## src/rtl/ir_move_scheduler_if.sv

```systemverilog
// Handshake bundle between the main FSM / IR transmitter and the move scheduler.
interface ir_move_scheduler_if;
  logic        start;
  logic [11:0] move_command;
  logic        abort;
  logic        ir_ready;
  logic        ir_send;
  logic [11:0] ir_data;
  logic        busy;
  logic        move_done;
  logic        aborted;
  logic        tx_error;
  logic [3:0]  repeats_sent;
  logic [2:0]  state;

  modport master (
    output start, move_command, abort, ir_ready,
    input  ir_send, ir_data, busy, move_done, aborted, tx_error, repeats_sent, state
  );

  modport slave (
    input  start, move_command, abort, ir_ready,
    output ir_send, ir_data, busy, move_done, aborted, tx_error, repeats_sent, state
  );
endinterface

```

## src/rtl/ir_move_scheduler.sv

```systemverilog
// IR move scheduler: latches one 12-bit move command, transmits it a fixed
// number of times with idle gaps in between, then times the physical move
// and pulses move_done. abort cancels from any busy state.
module ir_move_scheduler #(
  parameter int unsigned REPEAT_COUNT   = 5,
  parameter int unsigned GAP_CYCLES     = 1000000,
  parameter int unsigned TX_TIMEOUT     = 5000000,
  parameter int unsigned TICKS_PER_UNIT = 27000000,
  parameter int unsigned SETTLE_UNITS   = 1
) (
  input logic                clock,
  input logic                reset_n,
  ir_move_scheduler_if.slave bus
);

  typedef enum logic [2:0] {
    S_IDLE    = 3'd0,
    S_SEND    = 3'd1,
    S_WAIT_TX = 3'd2,
    S_GAP     = 3'd3,
    S_MOVE    = 3'd4,
    S_DONE    = 3'd5
  } state_t;

  // One shared counter serves the TX timeout, the gap and the per-unit ticks;
  // it only ever needs to reach the largest of the three limits minus one.
  localparam int unsigned MAX_AB  = (TX_TIMEOUT > GAP_CYCLES) ? TX_TIMEOUT : GAP_CYCLES;
  localparam int unsigned CNT_MAX = (MAX_AB > TICKS_PER_UNIT) ? MAX_AB : TICKS_PER_UNIT;
  localparam int          CNT_W   = (CNT_MAX < 2) ? 1 : $clog2(CNT_MAX);

  state_t             state_q, state_d;
  logic [CNT_W-1:0]   cnt_q, cnt_d;
  logic [31:0]        cnt_ext;
  logic [8:0]         units_q, units_d;
  logic               seen_low_q, seen_low_d;
  logic [3:0]         rep_q, rep_d, rep_inc;
  logic [11:0]        data_q, data_d;
  logic               tx_err_q, tx_err_d;
  logic               send_q, send_d;
  logic               aborted_q, aborted_d;
  logic               done_q, busy_q;
  logic               tx_end;

  assign cnt_ext = 32'(cnt_q);

  // State register.
  // NOTE: clocked state uses non-blocking assignments so every flop samples
  // pre-edge values regardless of statement order.
  always_ff @(posedge clock or negedge reset_n) begin
    if (!reset_n) state_q <= S_IDLE;
    else          state_q <= state_d;
  end

  // Next-state and next-output decode; abort in any busy state has priority.
  always_comb begin
    // NOTE: every combinational output gets a default first, so no path
    // through the case leaves a signal unassigned and infers a latch.
    state_d    = state_q;
    cnt_d      = cnt_q;
    units_d    = units_q;
    seen_low_d = seen_low_q;
    rep_d      = rep_q;
    tx_err_d   = tx_err_q;
    data_d     = data_q;
    send_d     = 1'b0;
    aborted_d  = 1'b0;
    tx_end     = 1'b0;
    rep_inc    = rep_q + 4'd1;
    if ((state_q != S_IDLE) && bus.abort) begin
      state_d   = S_IDLE;
      aborted_d = 1'b1;
    end else begin
      case (state_q)
        S_IDLE: begin
          if (bus.start && !bus.abort) begin
            data_d   = bus.move_command;
            rep_d    = 4'd0;
            tx_err_d = 1'b0;
            cnt_d    = '0;
            state_d  = S_SEND;
          end
        end
        S_SEND: begin
          if (bus.ir_ready) begin
            send_d     = 1'b1;
            cnt_d      = '0;
            seen_low_d = 1'b0;
            state_d    = S_WAIT_TX;
          end
        end
        S_WAIT_TX: begin
          // A transmission is complete once ready has gone low and come back.
          if (seen_low_q && bus.ir_ready) begin
            tx_end = 1'b1;
          end else if (cnt_ext + 32'd1 >= TX_TIMEOUT) begin
            tx_end   = 1'b1;
            tx_err_d = 1'b1;
          end else begin
            cnt_d = cnt_q + CNT_W'(1);
            if (!bus.ir_ready) seen_low_d = 1'b1;
          end
          if (tx_end) begin
            rep_d = rep_inc;
            cnt_d = '0;
            if (rep_inc == 4'(REPEAT_COUNT)) begin
              units_d = 9'(data_q[11:8]) + 9'(data_q[7:0]) + 9'(SETTLE_UNITS);
              state_d = S_MOVE;
            end else begin
              state_d = S_GAP;
            end
          end
        end
        S_GAP: begin
          if (cnt_ext + 32'd1 >= GAP_CYCLES) begin
            cnt_d   = '0;
            state_d = S_SEND;
          end else begin
            cnt_d = cnt_q + CNT_W'(1);
          end
        end
        S_MOVE: begin
          if (units_q == 9'd0) begin
            state_d = S_DONE;
          end else if (cnt_ext + 32'd1 >= TICKS_PER_UNIT) begin
            cnt_d   = '0;
            units_d = units_q - 9'd1;
            if (units_q == 9'd1) state_d = S_DONE;
          end else begin
            cnt_d = cnt_q + CNT_W'(1);
          end
        end
        S_DONE:  state_d = S_IDLE;
        default: state_d = S_IDLE;
      endcase
    end
  end

  // Datapath and registered outputs.
  always_ff @(posedge clock or negedge reset_n) begin
    if (!reset_n) begin
      cnt_q      <= '0;
      units_q    <= 9'd0;
      seen_low_q <= 1'b0;
      rep_q      <= 4'd0;
      data_q     <= 12'd0;
      tx_err_q   <= 1'b0;
      send_q     <= 1'b0;
      aborted_q  <= 1'b0;
      done_q     <= 1'b0;
      busy_q     <= 1'b0;
    end else begin
      cnt_q      <= cnt_d;
      units_q    <= units_d;
      seen_low_q <= seen_low_d;
      rep_q      <= rep_d;
      data_q     <= data_d;
      tx_err_q   <= tx_err_d;
      send_q     <= send_d;
      aborted_q  <= aborted_d;
      done_q     <= (state_d == S_DONE);
      busy_q     <= (state_d != S_IDLE);
    end
  end

  assign bus.ir_send      = send_q;
  assign bus.ir_data      = data_q;
  assign bus.busy         = busy_q;
  assign bus.move_done    = done_q;
  assign bus.aborted      = aborted_q;
  assign bus.tx_error     = tx_err_q;
  assign bus.repeats_sent = rep_q;
  assign bus.state        = state_q;

endmodule

```

## src/flat_wrapper.sv

```systemverilog
// flat-port wrapper written by rule: the top's interface ports become plain ports
module ir_move_scheduler_flat 
#(
  parameter int unsigned REPEAT_COUNT   = 5,
  parameter int unsigned GAP_CYCLES     = 1000000,
  parameter int unsigned TX_TIMEOUT     = 5000000,
  parameter int unsigned TICKS_PER_UNIT = 27000000,
  parameter int unsigned SETTLE_UNITS   = 1
)
  (clock, reset_n, bus_start, bus_move_command, bus_abort, bus_ir_ready, bus_ir_send, bus_ir_data, bus_busy, bus_move_done, bus_aborted, bus_tx_error, bus_repeats_sent, bus_state);
  ir_move_scheduler_if bus_i ();
  input logic clock;
  input logic reset_n;
  input wire logic [$bits(bus_i.start)-1:0] bus_start;
  input wire logic [$bits(bus_i.move_command)-1:0] bus_move_command;
  input wire logic [$bits(bus_i.abort)-1:0] bus_abort;
  input wire logic [$bits(bus_i.ir_ready)-1:0] bus_ir_ready;
  output wire logic [$bits(bus_i.ir_send)-1:0] bus_ir_send;
  output wire logic [$bits(bus_i.ir_data)-1:0] bus_ir_data;
  output wire logic [$bits(bus_i.busy)-1:0] bus_busy;
  output wire logic [$bits(bus_i.move_done)-1:0] bus_move_done;
  output wire logic [$bits(bus_i.aborted)-1:0] bus_aborted;
  output wire logic [$bits(bus_i.tx_error)-1:0] bus_tx_error;
  output wire logic [$bits(bus_i.repeats_sent)-1:0] bus_repeats_sent;
  output wire logic [$bits(bus_i.state)-1:0] bus_state;
  assign bus_i.start = bus_start;
  assign bus_i.move_command = bus_move_command;
  assign bus_i.abort = bus_abort;
  assign bus_i.ir_ready = bus_ir_ready;
  assign bus_ir_send = bus_i.ir_send;
  assign bus_ir_data = bus_i.ir_data;
  assign bus_busy = bus_i.busy;
  assign bus_move_done = bus_i.move_done;
  assign bus_aborted = bus_i.aborted;
  assign bus_tx_error = bus_i.tx_error;
  assign bus_repeats_sent = bus_i.repeats_sent;
  assign bus_state = bus_i.state;
  ir_move_scheduler #(.REPEAT_COUNT(REPEAT_COUNT), .GAP_CYCLES(GAP_CYCLES), .TX_TIMEOUT(TX_TIMEOUT), .TICKS_PER_UNIT(TICKS_PER_UNIT), .SETTLE_UNITS(SETTLE_UNITS)) u_core (.clock(clock), .reset_n(reset_n), .bus(bus_i));
endmodule
```

## config.mk

```make
export PLATFORM = sky130hd
export DESIGN_NAME = ir_move_scheduler_flat
export DESIGN_NICKNAME = d
export VERILOG_FILES = /design/src/rtl/ir_move_scheduler_if.sv /design/src/rtl/ir_move_scheduler.sv /design/src/flat_wrapper.sv
export SDC_FILE = /design/constraint.sdc
export NUM_CORES = 1
export LEC_CHECK = 0
export ABC_AREA = 1
export CORE_UTILIZATION = 30
export CTS_CLUSTER_DIAMETER = 150
export DETAILED_ROUTE_END_ITERATION = 7
export GPL_TIMING_DRIVEN = 0
export PLACE_DENSITY = 0.58
export SLEW_MARGIN = 20
export SYNTH_ARGS = -nofsm -noshare
export SYNTH_HDL_FRONTEND = slang
export SYNTH_SLANG_ARGS = --single-unit
```

## constraint.sdc

```tcl
create_clock -name clock -period 6.1 [get_ports clock]
set_input_delay 1.22 -clock clock [delete_from_list [all_inputs] [get_ports clock]]
set_output_delay 1.22 -clock clock [all_outputs]
set_load 0.02 [all_outputs]
```

### Yosys cells after proc, flatten, opt, wreduce, memory -nomap -nowiden

Index checks and enable logic that the tools add are counted.

| operators by class | value |
|---|---|
| add/subtract/negate cells | 6 |
| multipliers | 0 |
| divide/modulo/power cells | 0 |
| $lt $le $gt $ge | 3 |
| equal/unequal tests | 19 |
| shift operators | 0 |
| mux-type cells | 44 |
| bitwise logic cells | 1 |
| reductions and logical operators | 18 |

Operator list:

| kind | count |
|---|---|
| 2-to-1 mux 25 bit | 8 |
| one-hot mux 25 bit (5 select lines) | 1 |
| 2-to-1 mux 9 bit | 4 |
| >= comparator 32 x 20 -> 1 bit, second input constant | 1 |
| >= comparator 32 x 23 -> 1 bit, second input constant | 1 |
| >= comparator 32 x 25 -> 1 bit, second input constant | 1 |
| 2-to-1 mux 3 bit | 9 |
| adder 25 x 1 -> 26 bit, second input constant | 1 |
| adder 25 x 1 -> 25 bit, second input constant | 1 |
| one-hot mux 9 bit (2 select lines) | 1 |
| 2-to-1 mux 1 bit | 15 |
| one-hot mux 3 bit (5 select lines) | 1 |
| AND reduction 6 bit | 2 |
| != test 2 x 1 -> 1 bit, second input constant | 5 |
| != test 2 bit, second input constant | 5 |
| adder 4 x 8 -> 9 bit | 1 |
| adder 9 x 1 -> 9 bit, second input constant | 1 |
| equality test 9 x 1 -> 1 bit, second input constant | 1 |
| zero test 9 bit | 1 |
| subtractor 9 x 1 -> 9 bit, second input constant | 1 |
| 2-to-1 mux 4 bit | 2 |
| one-hot mux 4 bit (2 select lines) | 1 |
| AND reduction 7 bit | 1 |
| equality test 3 x 2 -> 1 bit, second input constant | 2 |
| other kinds (16) | 24 |

| word-level totals | value |
|---|---|
| register bits | 59 |
| latch bits | 0 |
| bits in writable memories | 0 |
| bits in read-only memories | 0 |
| input port bits | 17 |
| memories | 0 |

### Longest topological paths before layout

| depth | value |
|---|---|
| depth after elaboration | 10 |
| mapped depth | 19 |
| mapped depth without buffers | 19 |

### Worst setup path after synthesis

OpenSTA, ideal clock, no wires.

| path | value |
|---|---|
| kind | in2reg |
| from | in bus_abort |
| to | reg u_core.cnt_q[10] |
| setup time | 0.117 ns |
| data arrival time | 2.454 ns |
| path slack | 3.530 ns |
| stages | 9 |
| cell sequence | inv_1 nor2_1 a21oi_1 nand4_1 a21oi_1 clkbuf_1 buf_4 nand3_2 nand2_1 |

| on the way | value |
|---|---|
| word-level cells in the longest chain between the ends | 4 |
| elaborated cells on any way between the ends | 6 |
| classes of those cells | eq/ne (1); bitwise (1); reduce/logical (4) |

Ends and longest elaborated chain:

| what | RTL line | RTL |
|---|---|---|
| start, declared | flat_wrapper.sv:16 | `input wire logic [$bits(bus_i.abort)-1:0] bus_abort;` |
| zero test 1 bit | ir_move_scheduler.sv:75 | `if (bus.start && !bus.abort) begin` |
| logical AND 1 bit | ir_move_scheduler.sv:75 |  |
| != test 2 x 1 -> 1 bit (no source line) | -- |  |
| AND reduction 7 bit (no source line) (*) | -- |  |
| end signal, assigned | ir_move_scheduler.sv:152 | `cnt_q <= cnt_d;` |
| end, declared | ir_move_scheduler.sv:32 | `logic [CNT_W-1:0] cnt_q, cnt_d;` |

Every way passes the cells marked *; elsewhere a longest branch is shown, timed or not.
A chain may end at the register's enable or synchronous reset.

### Worst setup path in the final report

| path | value |
|---|---|
| from | in bus_abort |
| to | reg u_core.cnt_q[12] |

The elaborated chain is that of the path after synthesis.

==> results <==
- The run finished with clean final reports.
- The number of library cell types mapped by synthesis is 41.
- The H-tree depth is 3.
- Synthesis inferred 59 register bits.
- The number of cells in the finished layout apart from fillers is 863.
- Summed over all cells, the static leakage comes to 2.45 nW.
- The region available for standard cell placement spans 13,900 um2.
- Summing over every cut layer, the via total after detailed routing is 3,965.
- Entering global routing, the biggest net connects 41 pins.
- The die is 121 um wide.
- The worst-case clock skew is 12.0 ps.
- The first global-routing pass estimated 19.0 mm of wire.
- CTS placed an instance of clkbuf_16 at the clock tree root.
- The layout cell share with drive strength beyond 1 is 0.122.
- The cell area after synthesis is 4280 um2.
- The max-slew violation count is 0.
- Counting every net in the synthesized netlist gives 654.
- Among cell families on the critical path, the largest total delay comes from buffers and inverters.
- The worst setup path is of the input pin to flip-flop kind.
- Including well taps, the total number of placed cells is 847.
- At the end of routability-driven placement, the weighted congestion stood at 0.857.
- The synthesis-to-layout area growth is 22.7%.
- Across every metal layer, demand over resource in global routing totals 0.165.
- The most common cell after layout, fill and taps aside is nand2_1.
- Clock tree synthesis inserted a total of 9 buffers.
- The share of synthesized flip-flops with an asynchronous set or reset is 1.00.
- The area share of the leading cell type in the synthesized netlist is 0.345.
- The sum of net half-perimeters after detailed placement is 8.28 mm.
- In the final timing run, aggregate negative setup slack is 0 ps.
- The synthesized instance count is 626.
- The number of antenna violations at the first check in global routing came to 0.
- Port buffering added 40 buffers.
- The critical path capture point type is a flip-flop.
- For this run, design rule violations remaining after detail routing come to 0.
- In the post-synthesis netlist, the biggest area contributors are dfrtp_1 (34%), nand2_1 (19%), nand3_1 (6.1%), nor2_1 (6.0%), inv_1 (5.9%).
- The initialized floorplan defines 43 standard-cell rows.
- In this run the vertical extent of the chip is 121 um.
- The aggregate routed wire length is 10.9 mm.
- The via count of the first global-routing pass is 3,923.
- For this run, the slowest stage of the critical path takes 580 ps.
- After clock tree synthesis, the flow added hold-fix buffers numbering 0.
- The per-cell routed wire length is 12.6 um.
- The maximum vdd ir drop is 0.215 mV.
- The CTS sink count is 59.
- The most frequently used flop master after synthesis is dfrtp_1.
- The final antenna-violating net count is 0.
- In the layout the commonest cells are nand2_1 (218), nor2_1 (68), inv_1 (67), dfrtp_1 (59), nand3_1 (52).
- The number of antenna diodes in the final layout is 0.
- At the pin with the least slew margin, the transition time is 743 ps.
- The largest fanout on the critical path is 10.
- Among all stages on the critical path, the largest delay is contributed by nor2_1.
- The worst path required time is 6350 ps.
- The number of synthesis warnings is 0.
- Setup repair after global routing left no endpoint under its margin.
- The die outline area is 14,800 um2.
- The final count of hold timing violations is 0.
- Walking the worst path, the cells encountered are clkdlybuf4s50_1 > inv_1 > nor2_1 > a21oi_1 > nand4_1 > clkbuf_1 > inv_1 > o21ai_0.
- The placed instance area is 4920 um2.
- The share of the cycle needed by the critical path after routing is 0.550.
- In the routed layout, each cell is associated on average with a via count of 4.59.
- The net count of the finished layout is 706.
- For this configuration, the core starts out at a cell density of 0.308.
- At the worst endpoint, the arrival time is 3610 ps.
- TritonCTS built the clock tree.
- For this design the ratio of total power to cell area is 420 nW/um2.
- The number of gates resized after cts is 0.
- Clock-pin slew was measured on the worst setup and hold paths at 60 ps.
- The total grt overflow is 0.
- The detailed router finished its first iteration with 225 violations.
- STA classifies the critical path startpoint as an input pin.
- The most area-hungry cell type in the Yosys netlist is dfrtp_1.
- Among the stages of the critical path, the cell type that occurs most often is inv_1.
- The length of the first detailed-routing pass in iterations is 5.
- Counting both buffers and inverters, the worst setup path holds a total of 4.
- Static timing analysis puts the maximum clock frequency at 298 MHz.
- The post-route standard cell area excluding fillers is 5250 um2.
- The clock period minus final worst setup slack is 3360 ps.
- The share of the Yosys chip area taken by registers is 0.345.
- Headroom to the max-slew limit came out at 0.503.
- The post-synthesis average cell area is 6.84 um2.
- For the worst-skew pair, the clock arrives at the later sink with an insertion delay of 340 ps.
- The tool flagged a number of max-cap violations equal to 0.
- Setup violations remaining at the end of the flow were counted as 0.
- Post-CTS timing repair inserted 0 buffers for setup.
- The tightest min-delay check is of the flip-flop to flip-flop type.
- The count of pins on the block boundary is 41.
- The longest clock path from root to sink contains 2 buffers.
- The number of enable-type register cells in the synthesized netlist is 0.
sequential cells by signal, indices dropped and copies added, names as in the netlist:
signal and flops:
u_core.bus.state 3, u_core.bus.tx_error 1, u_core.seen_low_q 1, u_core.bus.ir_data 12, u_core.bus.repeats_sent 4, u_core.cnt_q 25
u_core.bus.aborted 1, u_core.bus.busy 1, u_core.bus.move_done 1, u_core.units_q 9, u_core.bus.ir_send 1
metrics by stage:
step	util	hold slack, ps	setup WS (ps)	power (mW)
2_1_floorplan	-	453	3530	1.31
3_3_place_gp	0.353	471	1720	1.65
3_5_place_dp	0.355	476	2410	1.66
4_1_cts	0.378	489	2750	2.23
5_1_grt	0.378	513	2560	2.38
6_report	0.378	489	2740	2.21
report_power, final:
group / internal (mW) / switching (mW) / total [mW]
combinational: 0.400 / 0.647 / 1.05
clock: 0.368 / 0.193 / 0.561
sequential: 0.491 / 0.108 / 0.599
final timing paths:
path | from | to | slack, ps | cells past startpoint
worst max-delay path | bus_abort | u_core.cnt_q[12] | 2740 | 8
worst min register to register | u_core.seen_low_q | u_core.seen_low_q | 490 | 2
min in group asynchronous | reset_n | u_core.cnt_q[2] | 760 | 1
max in group asynchronous | reset_n | u_core.bus.state[2] | 4830 | 2
worst min-delay path | u_core.seen_low_q | u_core.seen_low_q | 490 | 2
worst max register to register | u_core.cnt_q[1] | u_core.units_q[0] | 3390 | 16
synth_stat cells (6+ instances only):
library cell  count
o21ai_0          26
clkbuf_1          7
ha_1             10
nor2_1           68
inv_1            67
nand3_2          15
xnor2_1           7
dfrtp_1          59
nand2_2          19
nor2_4            8
nor3_1            6
nand2_1         218
a21oi_1           7
nand4_1           7
nand3_1          52
routing by layer:
layer	track usage	vias to the layer above	part of all wire
met3	0.0352	10	0.034
met5	0	-	0
li1	-	2093	-
met4	0.0610	0	0.017
met2	0.256	67	0.44
met1	0.225	1795	0.51
cell families (layout without fill, tap and decap cells):
family	after synthesis	in the layout	synth area share
AOI/OAI and AO/OA	47	47	0.0626
and+or+nand+nor	416	416	0.460
adders and majority gates	11	11	0.0339
xor gates and xnor gates	11	11	0.0225
DFF	59	59	0.345
buffers and inverters	82	139	0.0763
layout make-up:
type                       instances  area (um2)
inverter                          72         270
timing repair buffer              41         418
clock buffer                      10         239
fill                            1470        8630
tap                              180         225
sequential                        59        1480
clock inverter                     6        88.8
multi-input combinational        485        2480
buffer                            10        56.3
worst reg2reg max path: cells and delay by family, from the launching register on:
| family | cells | cell delay [ps] |
|---|---|---|
| AO/OA/AOI/OAI | 1 | 150 |
| adder cells (fa/ha/maj) | 1 | 260 |
| flip-flops | 1 | 430 |
| AND/OR/NAND/NOR | 13 | 1530 |
| buffers and inverters | 1 | 230 |
No activity file was read; power rests on OpenSTA's default activity.
